`config.mk`:
```
export PLATFORM = sky130hd
export DESIGN_NAME = seq_divider_24_12
export DESIGN_NICKNAME = d
export VERILOG_FILES = /design/src/rtl/seq_div_pkg.sv /design/src/rtl/div_step_n.sv /design/src/rtl/seq_divider_24_12.sv
export SDC_FILE = /design/constraint.sdc
export NUM_CORES = 1
export LEC_CHECK = 0
export ABC_AREA = 1
export CAP_MARGIN = 20
export CORE_MARGIN = 1
export CORE_UTILIZATION = 48
export CTS_BUF_LIST = sky130_fd_sc_hd__clkbuf_8
export DETAILED_ROUTE_END_ITERATION = 12
export GPL_TIMING_DRIVEN = 0
export PLACE_DENSITY = 0.79
export SYNTH_ARGS = -nofsm -noshare
export SYNTH_HDL_FRONTEND = slang
export SYNTH_SLANG_ARGS = --single-unit
```
`constraint.sdc`:
```
create_clock -name clk -period 1.8 [get_ports clk]
set_input_delay 0.36 -clock clk [delete_from_list [all_inputs] [get_ports clk]]
set_output_delay 0.36 -clock clk [all_outputs]
set_load 0.005 [all_outputs]
```
`src/rtl/seq_div_pkg.sv`:
```
// ---------------------------------------------------------------------------
// seq_div_pkg
// Shared definitions for the sequential 24/12 restoring divider.
//   N_DEF    : default divisor / quotient / remainder width
//   state_e  : divider control states
//   ERR_QUOT : quotient reported on divide-by-zero or overflow
// ---------------------------------------------------------------------------
package seq_div_pkg;

  localparam int N_DEF = 12;

  typedef enum logic [1:0] {
    IDLE,
    CALC,
    ROUND,
    DONE
  } state_e;

  localparam logic [N_DEF-1:0] ERR_QUOT = {N_DEF{1'b1}};

endpackage : seq_div_pkg

```
`src/rtl/div_step_n.sv`:
```
// ---------------------------------------------------------------------------
// div_step_n
// One combinational restoring-division step.
// Ports:
//   r_i   : partial remainder entering the step (always < d_i)
//   bit_i : next dividend bit shifted into the remainder
//   d_i   : divisor
//   r_o   : partial remainder leaving the step (always < d_i)
//   q_o   : quotient bit produced by this step
// ---------------------------------------------------------------------------
module div_step_n
  import seq_div_pkg::*;
#(
  parameter int N = N_DEF
) (
  input  logic [N-1:0] r_i,
  input  logic         bit_i,
  input  logic [N-1:0] d_i,
  output logic [N-1:0] r_o,
  output logic         q_o
);

  logic [N:0]   trial;
  logic [N-1:0] diff;

  // NOTE: every output of a combinational block is assigned on every path,
  // otherwise synthesis infers a latch to hold the old value.
  always_comb begin
    trial = {r_i, bit_i};
    // The compare must see the full N+1-bit trial value: its top bit is the
    // carry shifted out of the remainder.
    q_o   = (trial >= {1'b0, d_i});
    // When the subtraction is taken the true result is < d_i, so the low N
    // bits of the difference are exact.
    diff  = trial[N-1:0] - d_i;
    r_o   = q_o ? diff : trial[N-1:0];
  end

endmodule : div_step_n

```
`src/rtl/seq_divider_24_12.sv`:
```
// ---------------------------------------------------------------------------
// seq_divider_24_12
// Sequential restoring divider: 2N-bit dividend / N-bit divisor, one quotient
// bit per clock, valid/ready handshake on input and output.
// Optional build macro: SEQ_DIV_ROUND_EN -- adds a ROUND state that rounds
// the quotient to nearest (saturating); remainder stays the truncated one.
// Ports:
//   clk, rst             : rising-edge clock, synchronous active-high reset
//   in_valid / in_ready  : operand handshake
//   dividend, divisor    : unsigned operands
//   out_valid / out_ready: result handshake
//   quotient, remainder  : unsigned result
//   div_zero, overflow   : error flags (quotient all-ones, remainder 0)
// ---------------------------------------------------------------------------
module seq_divider_24_12
  import seq_div_pkg::*;
#(
  parameter int N = N_DEF
) (
  input  logic           clk,
  input  logic           rst,
  input  logic           in_valid,
  output logic           in_ready,
  input  logic [2*N-1:0] dividend,
  input  logic [N-1:0]   divisor,
  output logic           out_valid,
  input  logic           out_ready,
  output logic [N-1:0]   quotient,
  output logic [N-1:0]   remainder,
  output logic           div_zero,
  output logic           overflow
);

  localparam int CW = $clog2(N + 1);

  state_e          state_q, state_d;
  logic [CW-1:0]   cnt_q,   cnt_d;
  logic [N-1:0]    d_q,     d_d;
  // Shift register: low dividend bits leave at the top, quotient bits enter
  // at the bottom, so after N steps it holds the quotient.
  logic [N-1:0]    q_q,     q_d;
  // The partial remainder is always < divisor, so its top (N+1th) bit is
  // always zero and is not stored.
  logic [N-1:0]    r_q,     r_d;
  logic            dz_q,    dz_d;
  logic            ov_q,    ov_d;

  logic [N-1:0]    step_r;
  logic            step_q;

  div_step_n #(.N(N)) u_step (
    .r_i   (r_q),
    .bit_i (q_q[N-1]),
    .d_i   (d_q),
    .r_o   (step_r),
    .q_o   (step_q)
  );

  // NOTE: sequential state uses non-blocking assignments so all registers
  // update together from values sampled at the same edge.
  always_ff @(posedge clk) begin
    if (rst) begin
      state_q <= IDLE;
      cnt_q   <= '0;
      d_q     <= '0;
      q_q     <= '0;
      r_q     <= '0;
      dz_q    <= 1'b0;
      ov_q    <= 1'b0;
    end else begin
      state_q <= state_d;
      cnt_q   <= cnt_d;
      d_q     <= d_d;
      q_q     <= q_d;
      r_q     <= r_d;
      dz_q    <= dz_d;
      ov_q    <= ov_d;
    end
  end

  always_comb begin
    state_d = state_q;
    cnt_d   = cnt_q;
    d_d     = d_q;
    q_d     = q_q;
    r_d     = r_q;
    dz_d    = dz_q;
    ov_d    = ov_q;

    case (state_q)
      IDLE: begin
        if (in_valid) begin
          d_d  = divisor;
          q_d  = dividend[N-1:0];
          r_d  = dividend[2*N-1:N];
          dz_d = 1'b0;
          ov_d = 1'b0;
          if (divisor == '0) begin
            dz_d    = 1'b1;
            q_d     = ERR_QUOT;
            r_d     = '0;
            state_d = DONE;
          end else if (dividend[2*N-1:N] >= divisor) begin
            // The quotient would need more than N bits.
            ov_d    = 1'b1;
            q_d     = ERR_QUOT;
            r_d     = '0;
            state_d = DONE;
          end else begin
            cnt_d   = CW'(N);
            state_d = CALC;
          end
        end
      end

      CALC: begin
        q_d   = {q_q[N-2:0], step_q};
        r_d   = step_r;
        cnt_d = cnt_q - CW'(1);
        if (cnt_q == CW'(1)) begin
`ifdef SEQ_DIV_ROUND_EN
          state_d = ROUND;
`else
          state_d = DONE;
`endif
        end
      end

`ifdef SEQ_DIV_ROUND_EN
      ROUND: begin
        // Round half up: 2*remainder >= divisor, evaluated on N+1 bits.
        if ({r_q, 1'b0} >= {1'b0, d_q}) begin
          q_d = (q_q == ERR_QUOT) ? q_q : q_q + N'(1);
        end
        state_d = DONE;
      end
`endif

      DONE: begin
        if (out_ready) begin
          dz_d    = 1'b0;
          ov_d    = 1'b0;
          state_d = IDLE;
        end
      end

      default: state_d = IDLE;
    endcase
  end

  assign in_ready  = (state_q == IDLE);
  assign out_valid = (state_q == DONE);
  assign quotient  = q_q;
  assign remainder = r_q;
  assign div_zero  = dz_q;
  assign overflow  = ov_q;

endmodule : seq_divider_24_12
```
==> impl_results.md <==
- Combinational power share: 73.0%
- CP Class: flip-flop to flip-flop
- Syn Area/Cell: 6.151 um^2
- GRT Residual Overflow: 0
- Total core area: 6495 um^2
- Post-route ant nets: 0
- Antenna violations before repair: 0
- IO Pins: 68
- First-pass GRT wire length: 17970 um
- H-Tree Depth: 2
- Util after Layout: 77.36%
- Status: finished with violations
- Dpl cell area: 4076 um^2
- Site Rows: 29
- Netlist Area Pre-Place: 3309 um^2
- Cell variety after synth: 33
- Initial core utilization: 50.95%
- DRT iter0 DRCs: 322
- Synth Net Count: 605
- Internal power: 4.776 mW
- CTS tree: built
- Drt drc: 0
- Root Driver: clkbuf_8
- WHS Endpoint: d_q[4]$_SDFFE_PP0P_
- Gate Count Post-Synth: 538
- RR Endpoint: remainder[8]$_SDFFE_PP0P_
- WL per Instance: 15.93 um
- Hold Vio Cnt, Final: 0
- PortBufs: 67
- DP HPWL: 7586 um
- Max rail drop VDD: 0.6651 mV
- Setup crit start kind: flip-flop
- Net Sw Frac: 49.49%
- Worst clock skew: 10.33 ps
- FFs w/ async S/R, synth: 0%
- Max cap viols: 0
- CP endpoint kind: flip-flop
- Final period util: 102.5%
- Buffer and inverter count on the worst path: 2
- Final #Nets: 718
- Total GRT Usage: 31.38%
- Ys Warns: 0
- Largest net degree at the start of global routing: 16
- Layout Cells excl Fill: 729
- Largest stage delay, worst path: 360 ps
- # setup viols final: 7
- CTS sink count: 44
- Crit path max-delay family: simple AND/OR/NAND/NOR gates
- Max frequency: 0.5419 GHz
- Area Growth Syn to Fin: 51.83%
- Switching power: 4.680 mW
- Vias: 3998
- Min-Delay Path Class: input port to flip-flop
- PD cells: 1882 nW/um^2
- Depth of the most critical reg-to-reg path: 10
- # placed instances: 682
- Clock power frac: 8.5%
- Die area: 7231 um^2
- CTS Buffer Depth: 2
- Vias in the first global route: 3814
- Synth area leader: dfxtp_1
- Min Tclk post-route: 1845 ps
- Hold depth: 3
- Routed vias/inst: 5.484
- DIE WIDTH: 85.04 um
- Antenna diode instance count: 0
- Slowest CP cell: dfxtp_1
- Crit path max fanout: 5
- Min Hold Slack: 447.7 ps
- Share of the yosys chip area belonging to registers: 26.62%
- Hold buffers post-CTS: 0
- Worst path cell trace: inv_1 > ha_4 > nand2_1 > nor2_2 > nand3_4 > nand3_4 > buf_2 > nand2_1 > nand3_1 > a21oi_1
- Worst-path clk slew: 90 ps
- RSZ-0062 raised after global routing: yes
- Commonest non-fill, non-tap cell in the layout: nand2_1
- Crit path DAT: 2050 ps
- Setup slack, reg-to-reg: -50 ps
- Post-synth top area share: 26.62%
- Leakage: 2.363 nW
- CTS buffer count: 5
- Die Ht: 85.04 um
- Slew @ Worst Pin: 543.7 ps
- Slew headroom: 63.75%
- Failing checks: negative setup slack
- Number of synthesized register bits: 44
- R2R Path Start: d_q[5]$_SDFFE_PP0P_
- Most frequent cells in the layout: nand2_1 (124), inv_1 (66), clkdlybuf4s50_1 (43)
- GP Congestion: 0.9558
- Top cells by area, synth: dfxtp_1 (27%), nand2_1 (18%), inv_1 (9.9%)
- Clock latency on the worst-skew pair: 310 ps
- Final max-slew violation count: 0
- Top FF cell, synth: dfxtp_1
- Worst hold start: divisor[4]
- Number of synthesized flops with an enable pin: 0
- Sequential Power Share: 18.5%
- Final WL: 11610 um
- Post-Layout Inst Area: 5025 um^2
- Layout cells sized above 1: 31.13%
- Placement Setup Slack: -806.5 ps
- Final setup margin: -45.49 ps
- Req. time, crit path: 2000 ps
- First-pass detailed-route iteration total: 5
-- power groups by stage --
stage,Combinational (mW),Clock [mW],Sequential [mW]
floorplan,3.66,0,1.59
global placement,5.00,0,1.64
detailed placement,5.15,0,1.64
CTS,5.83,0.803,1.72
global route,7.49,0.836,1.79
finish,6.90,0.807,1.75
-- metal layers --
layer	GRT usage, %	wire [um]
met5	0	0
met4	10.63	355
met3	3.599	733
met2	54.40	5859
met1	40.51	4664
-- kinds of logic after synthesis --
family | share of synthesized area (%)
buf+inv | 12.67
xor+xnor | 1.059
simple gates | 35.95
flops | 26.62
compound gates | 13.27
fa+ha+maj | 10.43
-- worst reg2reg max path: stages, from the launching register on --
cell and delay (ps):
dfxtp_1 360, inv_1 90, ha_4 300, nand2_1 110, nor2_2 190, nand3_4 110, nand3_4 140, buf_2 190
nand2_1 70, nand3_1 100, a21oi_1 80
-- layout make-up --
cell class / instances / area [um^2]
Multi-Input combinational cell: 387 / 2524
Inverter: 91 / 344.1
Timing Repair Buffer: 106 / 943.4
Sequential cell: 44 / 908.4
Tap cell: 77 / 96.34
Buffer: 16 / 93.84
Clock inverter: 3 / 46.29
Clock buffer: 5 / 68.82
Fill cell: 476 / 1470
-- state kept, by name, indices dropped and copies added (netlist names) --
name and flops:
d_q 12, quotient 12, remainder 12, cnt_q 4, state_q 2, div_zero 1, overflow 1
-- per-stage QoR --
stage	power (mW)	setup TNS, ps
5_1_grt	10.11	-1285
3_3_place_gp	6.636	-17850
2_1_floorplan	5.250	0
6_report	9.456	-186.5
4_1_cts	8.350	-22.16
3_5_place_dp	6.799	-19200
-- synth_stat cells (2+ instances only) --
library cell	number
buf_2	4
dfxtp_1	44
nand4_1	14
a21oi_1	43
nor3_1	3
ha_1	26
inv_1	87
or2_2	3
o21ai_0	37
nor2_1	47
nand3b_1	2
nand3_1	33
xnor2_1	3
nand3_2	2
nor2_2	5
clkbuf_1	9
nand2_1	156
nand2_2	2
inv_2	4
-- worst max-delay path by stage --
stage,slack [ps],startpoint,endpoint,cells after the start
after detailed placement,-810,divisor[7],remainder[10]$_SDFFE_PP0P_,12
after global placement,-740,divisor[7],quotient[8]$_SDFFE_PP0P_,12
after floorplan,5,remainder[6]$_SDFFE_PP0P_,remainder[10]$_SDFFE_PP0P_,12
final,-50,d_q[5]$_SDFFE_PP0P_,remainder[8]$_SDFFE_PP0P_,10
after global routing,-140,d_q[10]$_SDFFE_PP0P_,remainder[2]$_SDFFE_PP0P_,13
after CTS,-20,d_q[9]$_SDFFE_PP0P_,remainder[10]$_SDFFE_PP0P_,13
-- what timing repair did --
item	in CTS	in global routing
hold endpoints to repair	0	0
gates resized for setup	113	82
gates cloned	1	1
pin swaps	31	35
setup endpoints to repair	29	31
setup buffers	21	16
Power figures use the tool's default switching activity.
